==> config.mk <==
export PLATFORM = sky130hd
export DESIGN_NAME = periph_bus_bridge
export DESIGN_NICKNAME = d
export VERILOG_FILES = /design/src/rtl/periph_bridge_pkg.sv /design/src/rtl/bridge_fifo.sv /design/src/rtl/periph_bus_bridge.sv
export SDC_FILE = /design/constraint.sdc
export NUM_CORES = 1
export LEC_CHECK = 0
export ABC_AREA = 1
export CAP_MARGIN = 20
export CORE_ASPECT_RATIO = 0.9
export CORE_MARGIN = 3
export CORE_UTILIZATION = 55
export CTS_BUF_LIST = sky130_fd_sc_hd__clkbuf_4
export DETAILED_ROUTE_END_ITERATION = 10
export GPL_TIMING_DRIVEN = 0
export PLACE_DENSITY = 0.87
export SYNTH_ARGS = -nofsm -noshare
export SYNTH_HDL_FRONTEND = slang
export SYNTH_SLANG_ARGS = --single-unit
==> constraint.sdc <==
create_clock -name clk -period 3.1 [get_ports clk]
set_clock_uncertainty 0.1 [all_clocks]
set_input_delay 0.62 -clock clk [delete_from_list [all_inputs] [get_ports clk]]
set_output_delay 0.62 -clock clk [all_outputs]
set_load 0.03 [all_outputs]
==> src/rtl/periph_bridge_pkg.sv <==
// rtl/periph_bridge_pkg.sv - shared types for the peripheral bus bridge
// Contents: FSM state enum, byte-phase type, queued transaction struct.
package periph_bridge_pkg;

  // Widest register number a queued transaction can carry; REG_W must not exceed it.
  localparam int MAX_REG_W = 8;

  typedef enum logic [1:0] {
    ST_IDLE,
    ST_SETUP,
    ST_STROBE,
    ST_RECOVER
  } state_t;

  typedef enum logic {
    PH_HI,
    PH_LO
  } phase_t;

  typedef struct packed {
    logic [MAX_REG_W-1:0] reg_num;
    logic [15:0]          data;
  } xact_t;

endpackage

==> src/rtl/bridge_fifo.sv <==
// rtl/bridge_fifo.sv - posted-write queue of bridge transactions
// Ports: clk, reset_n (async, active-low); push/push_data write side;
//        pop/pop_data read side (pop_data is the stored head entry);
//        full, empty, count derived from the registered occupancy.
module bridge_fifo
  import periph_bridge_pkg::*;
#(
  parameter int DEPTH = 4,
  localparam int PTR_W = $clog2(DEPTH),
  localparam int CNT_W = PTR_W + 1
) (
  input  logic             clk,
  input  logic             reset_n,
  input  logic             push,
  input  xact_t            push_data,
  input  logic             pop,
  output xact_t            pop_data,
  output logic             full,
  output logic             empty,
  output logic [CNT_W-1:0] count
);

  xact_t            mem [DEPTH];
  logic [PTR_W-1:0] wr_ptr;
  logic [PTR_W-1:0] rd_ptr;

  // Storage carries no reset: only entries below count are ever observed.
  always_ff @(posedge clk) begin
    if (push) mem[wr_ptr] <= push_data;
  end

  // DEPTH is a power of two, so the pointers wrap by natural overflow.
  always_ff @(posedge clk or negedge reset_n) begin
    if (!reset_n) begin
      wr_ptr <= '0;
      rd_ptr <= '0;
      count  <= '0;
    end else begin
      if (push) wr_ptr <= wr_ptr + 1'b1;
      if (pop)  rd_ptr <= rd_ptr + 1'b1;
      case ({push, pop})
        2'b10:   count <= count + 1'b1;
        2'b01:   count <= count - 1'b1;
        default: count <= count;
      endcase
    end
  end

  assign pop_data = mem[rd_ptr];
  assign full     = (count == CNT_W'(DEPTH));
  assign empty    = (count == '0);

endmodule

==> src/rtl/periph_bus_bridge.sv <==
// rtl/periph_bus_bridge.sv - CPU to byte-wide peripheral bus bridge with posted writes
// Ports: clk, reset_n (async, active-low);
//        cpu_sel/cpu_write/cpu_addr/cpu_wdata in, cpu_rdata/cpu_hold out;
//        bus_cs_n_o, bus_rd_nwr_o, bus_bytesel_o, bus_reg_num_o, bus_data_o out,
//        bus_data_i in; busy_o out.
module periph_bus_bridge
  import periph_bridge_pkg::*;
#(
  parameter int REG_W      = 4,
  parameter int FIFO_DEPTH = 4,
  parameter int SETUP_CYC  = 1,
  parameter int STROBE_CYC = 2
) (
  input  logic             clk,
  input  logic             reset_n,
  input  logic             cpu_sel,
  input  logic             cpu_write,
  input  logic [REG_W:0]   cpu_addr,
  input  logic [15:0]      cpu_wdata,
  output logic [15:0]      cpu_rdata,
  output logic             cpu_hold,
  output logic             bus_cs_n_o,
  output logic             bus_rd_nwr_o,
  output logic             bus_bytesel_o,
  output logic [REG_W-1:0] bus_reg_num_o,
  output logic [7:0]       bus_data_o,
  input  logic [7:0]       bus_data_i,
  output logic             busy_o
);

  localparam int CNT_W = $clog2(FIFO_DEPTH) + 1;

  state_t           state;
  phase_t           phase;
  logic [7:0]       cnt;
  logic [7:0]       lo_byte;
  logic [15:0]      rdata_q;

  xact_t            in_x;
  xact_t            head;
  logic             push, pop, full, empty;
  logic [CNT_W-1:0] count;

  logic             wr_req, rd_req, status_sel;
  logic             rec_lo, rd_done, start_write, start_read;
  logic             unused_reg_bits;

  assign status_sel = cpu_sel &  cpu_addr[REG_W];
  assign wr_req     = cpu_sel & ~cpu_addr[REG_W] &  cpu_write;
  assign rd_req     = cpu_sel & ~cpu_addr[REG_W] & ~cpu_write;

  assign rec_lo  = (state == ST_RECOVER) && (phase == PH_LO);
  // The only bus read ever started is the one the stalled CPU is waiting on.
  assign rd_done = rec_lo && bus_rd_nwr_o;

  // A new word may start from IDLE or straight out of the last recover cycle.
  // Queued writes always win, which keeps every posted write ahead of a read.
  assign start_write = !empty && ((state == ST_IDLE) || rec_lo);
  assign start_read  = empty && rd_req &&
                       ((state == ST_IDLE) || (rec_lo && !bus_rd_nwr_o));

  assign push     = wr_req && !full;
  assign pop      = start_write;
  assign cpu_hold = (wr_req && full) || (rd_req && !rd_done);
  assign busy_o   = !empty || (state != ST_IDLE);

  always_comb begin
    in_x         = '0;
    in_x.reg_num = MAX_REG_W'(cpu_addr[REG_W-1:0]);
    in_x.data    = cpu_wdata;
  end

  // Status reads are answered combinationally; data reads show the captured word.
  assign cpu_rdata = status_sel ? {8'(count), 6'b0, full, busy_o} : rdata_q;

  assign unused_reg_bits = ^head.reg_num;

  bridge_fifo #(.DEPTH(FIFO_DEPTH)) u_fifo (
    .clk       (clk),
    .reset_n   (reset_n),
    .push      (push),
    .push_data (in_x),
    .pop       (pop),
    .pop_data  (head),
    .full      (full),
    .empty     (empty),
    .count     (count)
  );

  always_ff @(posedge clk or negedge reset_n) begin
    if (!reset_n) begin
      state         <= ST_IDLE;
      phase         <= PH_HI;
      cnt           <= '0;
      bus_cs_n_o    <= 1'b1;
      bus_rd_nwr_o  <= 1'b1;
      bus_bytesel_o <= 1'b0;
      bus_reg_num_o <= '0;
      bus_data_o    <= '0;
      lo_byte       <= '0;
      rdata_q       <= '0;
    end else begin
      case (state)
        ST_IDLE, ST_RECOVER: begin
          cnt <= '0;
          if ((state == ST_RECOVER) && (phase == PH_HI)) begin
            phase         <= PH_LO;
            bus_bytesel_o <= 1'b0;
            bus_data_o    <= lo_byte;
            state         <= ST_SETUP;
          end else if (start_write) begin
            phase         <= PH_HI;
            bus_rd_nwr_o  <= 1'b0;
            bus_bytesel_o <= 1'b1;
            bus_reg_num_o <= head.reg_num[REG_W-1:0];
            bus_data_o    <= head.data[15:8];
            lo_byte       <= head.data[7:0];
            state         <= ST_SETUP;
          end else if (start_read) begin
            phase         <= PH_HI;
            bus_rd_nwr_o  <= 1'b1;
            bus_bytesel_o <= 1'b1;
            bus_reg_num_o <= cpu_addr[REG_W-1:0];
            bus_data_o    <= '0;
            lo_byte       <= '0;
            state         <= ST_SETUP;
          end else begin
            state <= ST_IDLE;
          end
        end
        ST_SETUP: begin
          if (cnt == 8'(SETUP_CYC - 1)) begin
            cnt        <= '0;
            bus_cs_n_o <= 1'b0;
            state      <= ST_STROBE;
          end else begin
            cnt <= cnt + 1'b1;
          end
        end
        ST_STROBE: begin
          if (cnt == 8'(STROBE_CYC - 1)) begin
            cnt        <= '0;
            bus_cs_n_o <= 1'b1;
            state      <= ST_RECOVER;
            // Peripheral data is sampled at the end of the final strobe cycle.
            if (bus_rd_nwr_o) begin
              if (phase == PH_HI) rdata_q[15:8] <= bus_data_i;
              else                rdata_q[7:0]  <= bus_data_i;
            end
          end else begin
            cnt <= cnt + 1'b1;
          end
        end
        default: state <= ST_IDLE;
      endcase
    end
  end

endmodule
Word-level counts from Yosys, hierarchy flattened
Memory sizes are Yosys's and may differ from the RTL's.
Index checks and enable logic that the tools add are counted.
Word-level totals
  output and inout port bits: 33
  bits in writable memories: 80
  memories kept: 1
  logic and storage cells: 99
  input bits: 33
  register bits after elaboration: 57
Memory list
  u_fifo.mem: depth 4, bits a word 20, rd ports 1, clocked after memory_dff 0, write ports 1, RTL line bridge_fifo.sv:23  | xact_t mem [DEPTH];
Operators by class
  bitwise operators: 8
  add/sub/neg operators: 5
  mux-type cells: 29
  reduce and logical (&&, ||, !) cells: 33
  eq/ne operators: 9
Operators by type and width (count)
  $mux 8: 6
  $pmux 8 s3: 1
  $mux 16: 1
  $mux 1: 14
  $logic_and 1x1->1: 10
  $add 8x1->8 const B: 1
  $eq 8x1->1 const B: 1
  $logic_not 8->1: 1
  $mux 4: 2
  $reduce_and 4->1: 2
  $reduce_bool 2->1: 4
  $eq 2x2->1 const B: 3
  $pmux 2 s3: 1
  $pmux 3 s2: 1
  $reduce_and 3->1: 2
  $add 2x1->2 const B: 2
  $and 1x1->1: 4
  $eq 2x1->1 const B: 2
  $logic_not 1->1: 4
  $logic_or 1x1->1: 4
  $mux 2: 2
  $ne 2x2->1 const B: 2
  $not 1->1: 4
  $reduce_and 2->1: 2
  8 further kinds: 8

Depth between registers and ports, before layout
  depth in word-level cells: 9
  mapped depth: 13
  depth with buffers taken out: 12

Hierarchy
Synthesis repeated with hierarchy kept, for this count alone.
Second synthesis, totals
  cells, all modules: 663
  area total of the unflattened synthesis: 6965.4 µm²
Modules (own cells, without submodules)
  bridge_fifo: seq. area each 3057.9 µm², times used 1, area an instance 4329.2 µm², cells each 329
  periph_bus_bridge: seq. area each 1253.7 µm², times used 1, area an instance 2636.3 µm², cells each 334

Least setup slack after synthesis
Ideal clock, no wire load.
  path kind: input port to flip-flop
  start point: input cpu_sel
  end point: memory u_fifo.mem[0][0] (netlist name) (enable)
  data arrival time: 1900 ps
  path buffers: 0
  setup slack: 703 ps
  setup time: 397 ps
  stages: 4
  required time: 2603 ps
  path through: inv_1 nor2_1 nand3_1 nor2_1
Between the ends
  longest elaborated chain between the ends: 5
RTL lines
  from (decl): RTL line periph_bus_bridge.sv:16  | input logic cpu_sel,
  $and 1x1->1 (2 in a row): RTL line periph_bus_bridge.sv:49  | assign wr_req = cpu_sel & ~cpu_addr[REG_W] & cpu_write;
  $logic_and 1x1->1: RTL line periph_bus_bridge.sv:62  | assign push = wr_req && !full;
  $mux 1: RTL line bridge_fifo.sv:29  | if (push) mem[wr_ptr] <= push_data;
  $mux 1 (implied by the code): RTL line bridge_fifo.sv:29
  to (decl): RTL line bridge_fifo.sv:23
Every way passes these cells.

Final worst setup path
  start point: input cpu_addr[4]
  end point: output cpu_rdata[1]
Between the ends
  longest elaborated chain between the ends: 2
RTL lines
  from (decl): RTL line periph_bus_bridge.sv:18  | input logic [REG_W:0] cpu_addr,
  $and 1x1->1: RTL line periph_bus_bridge.sv:48  | assign status_sel = cpu_sel & cpu_addr[REG_W];
  $mux 16: RTL line periph_bus_bridge.sv:74  | assign cpu_rdata = status_sel ? {8'(count), 6'b0, full, busy_o} : rdata_q;
  to (decl): RTL line periph_bus_bridge.sv:20  | output logic [15:0] cpu_rdata,
Every way passes these cells.

==> flow_metrics.env <==
export IMPL_routedWlPerCell_um=16.2
export IMPL_tritoncts="built"
export IMPL_cp_end_kind="output pin"
export IMPL_cp_arrival_ns=2.22
export IMPL_die_h_um=105
export IMPL_p_per_area_nw_per_um2=947
export IMPL_reg2reg_to="u_fifo.count[2]"
export IMPL_postLayoutCellArea_um2=7300
export IMPL_final_common_cell="nand2_1"
export IMPL_ff2ff_path_depth=13
export IMPL_ios=66
export IMPL_cts_root_buf="clkbuf_4"
export IMPL_cts_buffers=17
export IMPL_finalCriticalPeriod_ns=2.94
export IMPL_worst_slew_pin_slew_ns=0.816
export IMPL_portBuffers=65
export IMPL_antenna_cells=0
export IMPL_place_congestion=0.822
export IMPL_synth_cell_types=35
export IMPL_die_area_um2=12300
export IMPL_crit_type="input pin to output pin"
export IMPL_worstReg2RegStart="state[1]"
export IMPL_post_cts_resized=12
export IMPL_placementRows=35
export IMPL_crit_required_ns=2.38
export IMPL_cts_buffer_depth=2
export IMPL_synth_area_per_cell_um2=10.3
export IMPL_core_area_um2=10500
export IMPL_synth_async_reset_ratio=0.416
export IMPL_htree_levels=4
export IMPL_grt_use_total=0.225
export IMPL_wl_um=13200
export IMPL_status="complete, no violations"
export IMPL_ir_worst_vdd_uv=516
export IMPL_hp_class="input pin to asynchronous set/reset pin"
export IMPL_clock_sinks=137
export IMPL_synth_edff_count=80
export IMPL_synthFlopType="edfxtp_1"
export IMPL_drc_errors=0
export IMPL_fin_util=0.698
export IMPL_drt_initial_drc_count=409
export IMPL_syn_inst=584
export IMPL_ys_ff_latch=137
export IMPL_synth_nets=630
export IMPL_clock_latency_ns=0.54
export IMPL_vias=4422
export IMPL_die_w_um=116
export IMPL_crit_end="cpu_rdata[1]"
export IMPL_power_total_w=0.00692
export IMPL_critPathLaunchType="input pin"
export IMPL_netlist_area_um2=6030
export IMPL_fin_crit_sh=0.949
export IMPL_clkTransAtPathRegs_ns=0.12
export IMPL_start_util=0.576
export IMPL_finalHoldViolCount=0
export IMPL_antenna_found_initial=0
export IMPL_rrSetupSlack_ns=0.50
export IMPL_final_nets=719
export IMPL_layout_common_cells="nand2_1, edfxtp_1, nor2_1, dfrtp_1, clkdlybuf4s50_1"
export IMPL_path_max_fanout=9
export IMPL_leakage_nw=3.18
export IMPL_synth_warnings=0
export IMPL_vias_per_cell=5.43
export IMPL_cts_setup_buffers=0
export IMPL_slew_viol_final=0
export IMPL_grt_ovfl_total=0
export IMPL_relSlewSlack=0.456
export IMPL_ys_seq_area_frac=0.635
export IMPL_grt_pass1_vias=4407
export IMPL_placed_area_um2=6980
export IMPL_drv_cap=0
export IMPL_drive_gt1_frac=0.130
export IMPL_grt_setup_unrepaired="false"
export IMPL_grt_pass1_wl_um=21200
export IMPL_ant_nets=0
export IMPL_grt_max_degree=34
export IMPL_finalSetupViolations=0
export IMPL_timing_final_ws_setup_ns=0.160
export IMPL_drt_pass1_iterations=5
export IMPL_cp_startpoint="cpu_addr[4]"
export IMPL_dp_hpwl_um=9200
export IMPL_pre_cts_ws_ns=-0.123
export IMPL_syn2layout_area_growth_pct=21.0
export IMPL_cts_hold_fix_buffers=0
export IMPL_fmax_mhz=340
## worst max-delay path, stage by stage
cell	delay (ns)
clkdlybuf4s50_1	0.52
nand2_1	0.18
o21ai_0	0.21
clkdlybuf4s50_1	0.69
## power breakdown
part           switching, W  total, W  internal (W)
combinational       0.00200   0.00307       0.00107
clock              0.000669   0.00132      0.000654
sequential         0.000212   0.00252       0.00231
## cells in the mapped netlist, types with 3 or more instances
| cell type | n | area share |
|---|---|---|
| clkbuf_1 | 8 | 0.0050 |
| edfxtp_1 | 80 | 0.40 |
| inv_1 | 50 | 0.031 |
| nand2_1 | 143 | 0.089 |
| nand3_2 | 3 | 0.0050 |
| nor3_1 | 3 | 0.0025 |
| xor2_1 | 6 | 0.0087 |
| a21oi_1 | 4 | 0.0033 |
| o21ai_0 | 42 | 0.035 |
| nand3_1 | 27 | 0.022 |
| o21ai_2 | 9 | 0.013 |
| nor2_1 | 82 | 0.051 |
| dfrtp_1 | 55 | 0.23 |
| o22ai_1 | 8 | 0.0083 |
| buf_6 | 4 | 0.0075 |
| buf_2 | 7 | 0.0058 |
| nand2_2 | 5 | 0.0052 |
| ha_1 | 12 | 0.025 |
| o21ai_1 | 13 | 0.011 |
## through the flow
stage | hold WS, ns | cells | TNS [ns]
after global placement | 0.357 | 778 | -63.21
after floorplan | 0.224 | 584 | 0
after detailed placement | 0.361 | 783 | -1.15
after CTS | 0.0340 | 814 | 0
final | 0.0538 | 814 | 0
after global routing | 0.0773 | 814 | 0
## flip-flops by register name, summed over array words and instances (netlist names)
register,count
lo_byte,8
cnt,8
phase,1
u_fifo.count,3
bus_reg_num_o,4
rdata_q,16
state,2
u_fifo.wr_ptr,2
bus_bytesel_o,1
bus_rd_nwr_o,1
u_fifo.rd_ptr,2
bus_cs_n_o,1
bus_data_o,8
u_fifo.mem,80
## metal layers
| layer | global-route usage | part of all wire | vias up |
|---|---|---|---|
| li1 | - | - | 2100 |
| met1 | 0.291 | 0.41 | 2087 |
| met2 | 0.368 | 0.49 | 204 |
| met3 | 0.0586 | 0.080 | 31 |
| met4 | 0.0795 | 0.023 | 0 |
| met5 | 0 | 0 | - |
## worst min-delay path by stage
| stage | start | endpoint | slack [ns] | cells past startpoint |
|---|---|---|---|---|
| 6_report | reset_n | u_fifo.count[1] | 0.05 | 1 |
| 5_1_grt | reset_n | u_fifo.count[1] | 0.08 | 1 |
| 4_1_cts | reset_n | u_fifo.count[1] | 0.03 | 1 |
| 2_1_floorplan | reset_n | bus_bytesel_o | 0.22 | 0 |
| 3_3_place_gp | bus_cs_n_o | bus_cs_n_o | 0.36 | 2 |
| 3_5_place_dp | bus_cs_n_o | bus_cs_n_o | 0.36 | 2 |
## cell type report
class | instances | area [um2]
plain buffers | 21 | 124
clock buffers | 18 | 135
clock inverters | 13 | 193
fillers | 736 | 3160
inverters | 51 | 191
multi-input cells | 375 | 1900
flip-flops and latches | 137 | 3830
well taps | 129 | 161
repair buffers | 70 | 763
## logic make-up after synthesis
kind of cell / count (synthesis) / share of synthesized area
compound gates: 80 / 0.0769
buf+inv: 72 / 0.0521
flops: 137 / 0.635
fa+ha+maj: 13 / 0.0282
simple gates: 274 / 0.196
xor+xnor: 8 / 0.0116
Power figures use the tool's default switching activity.
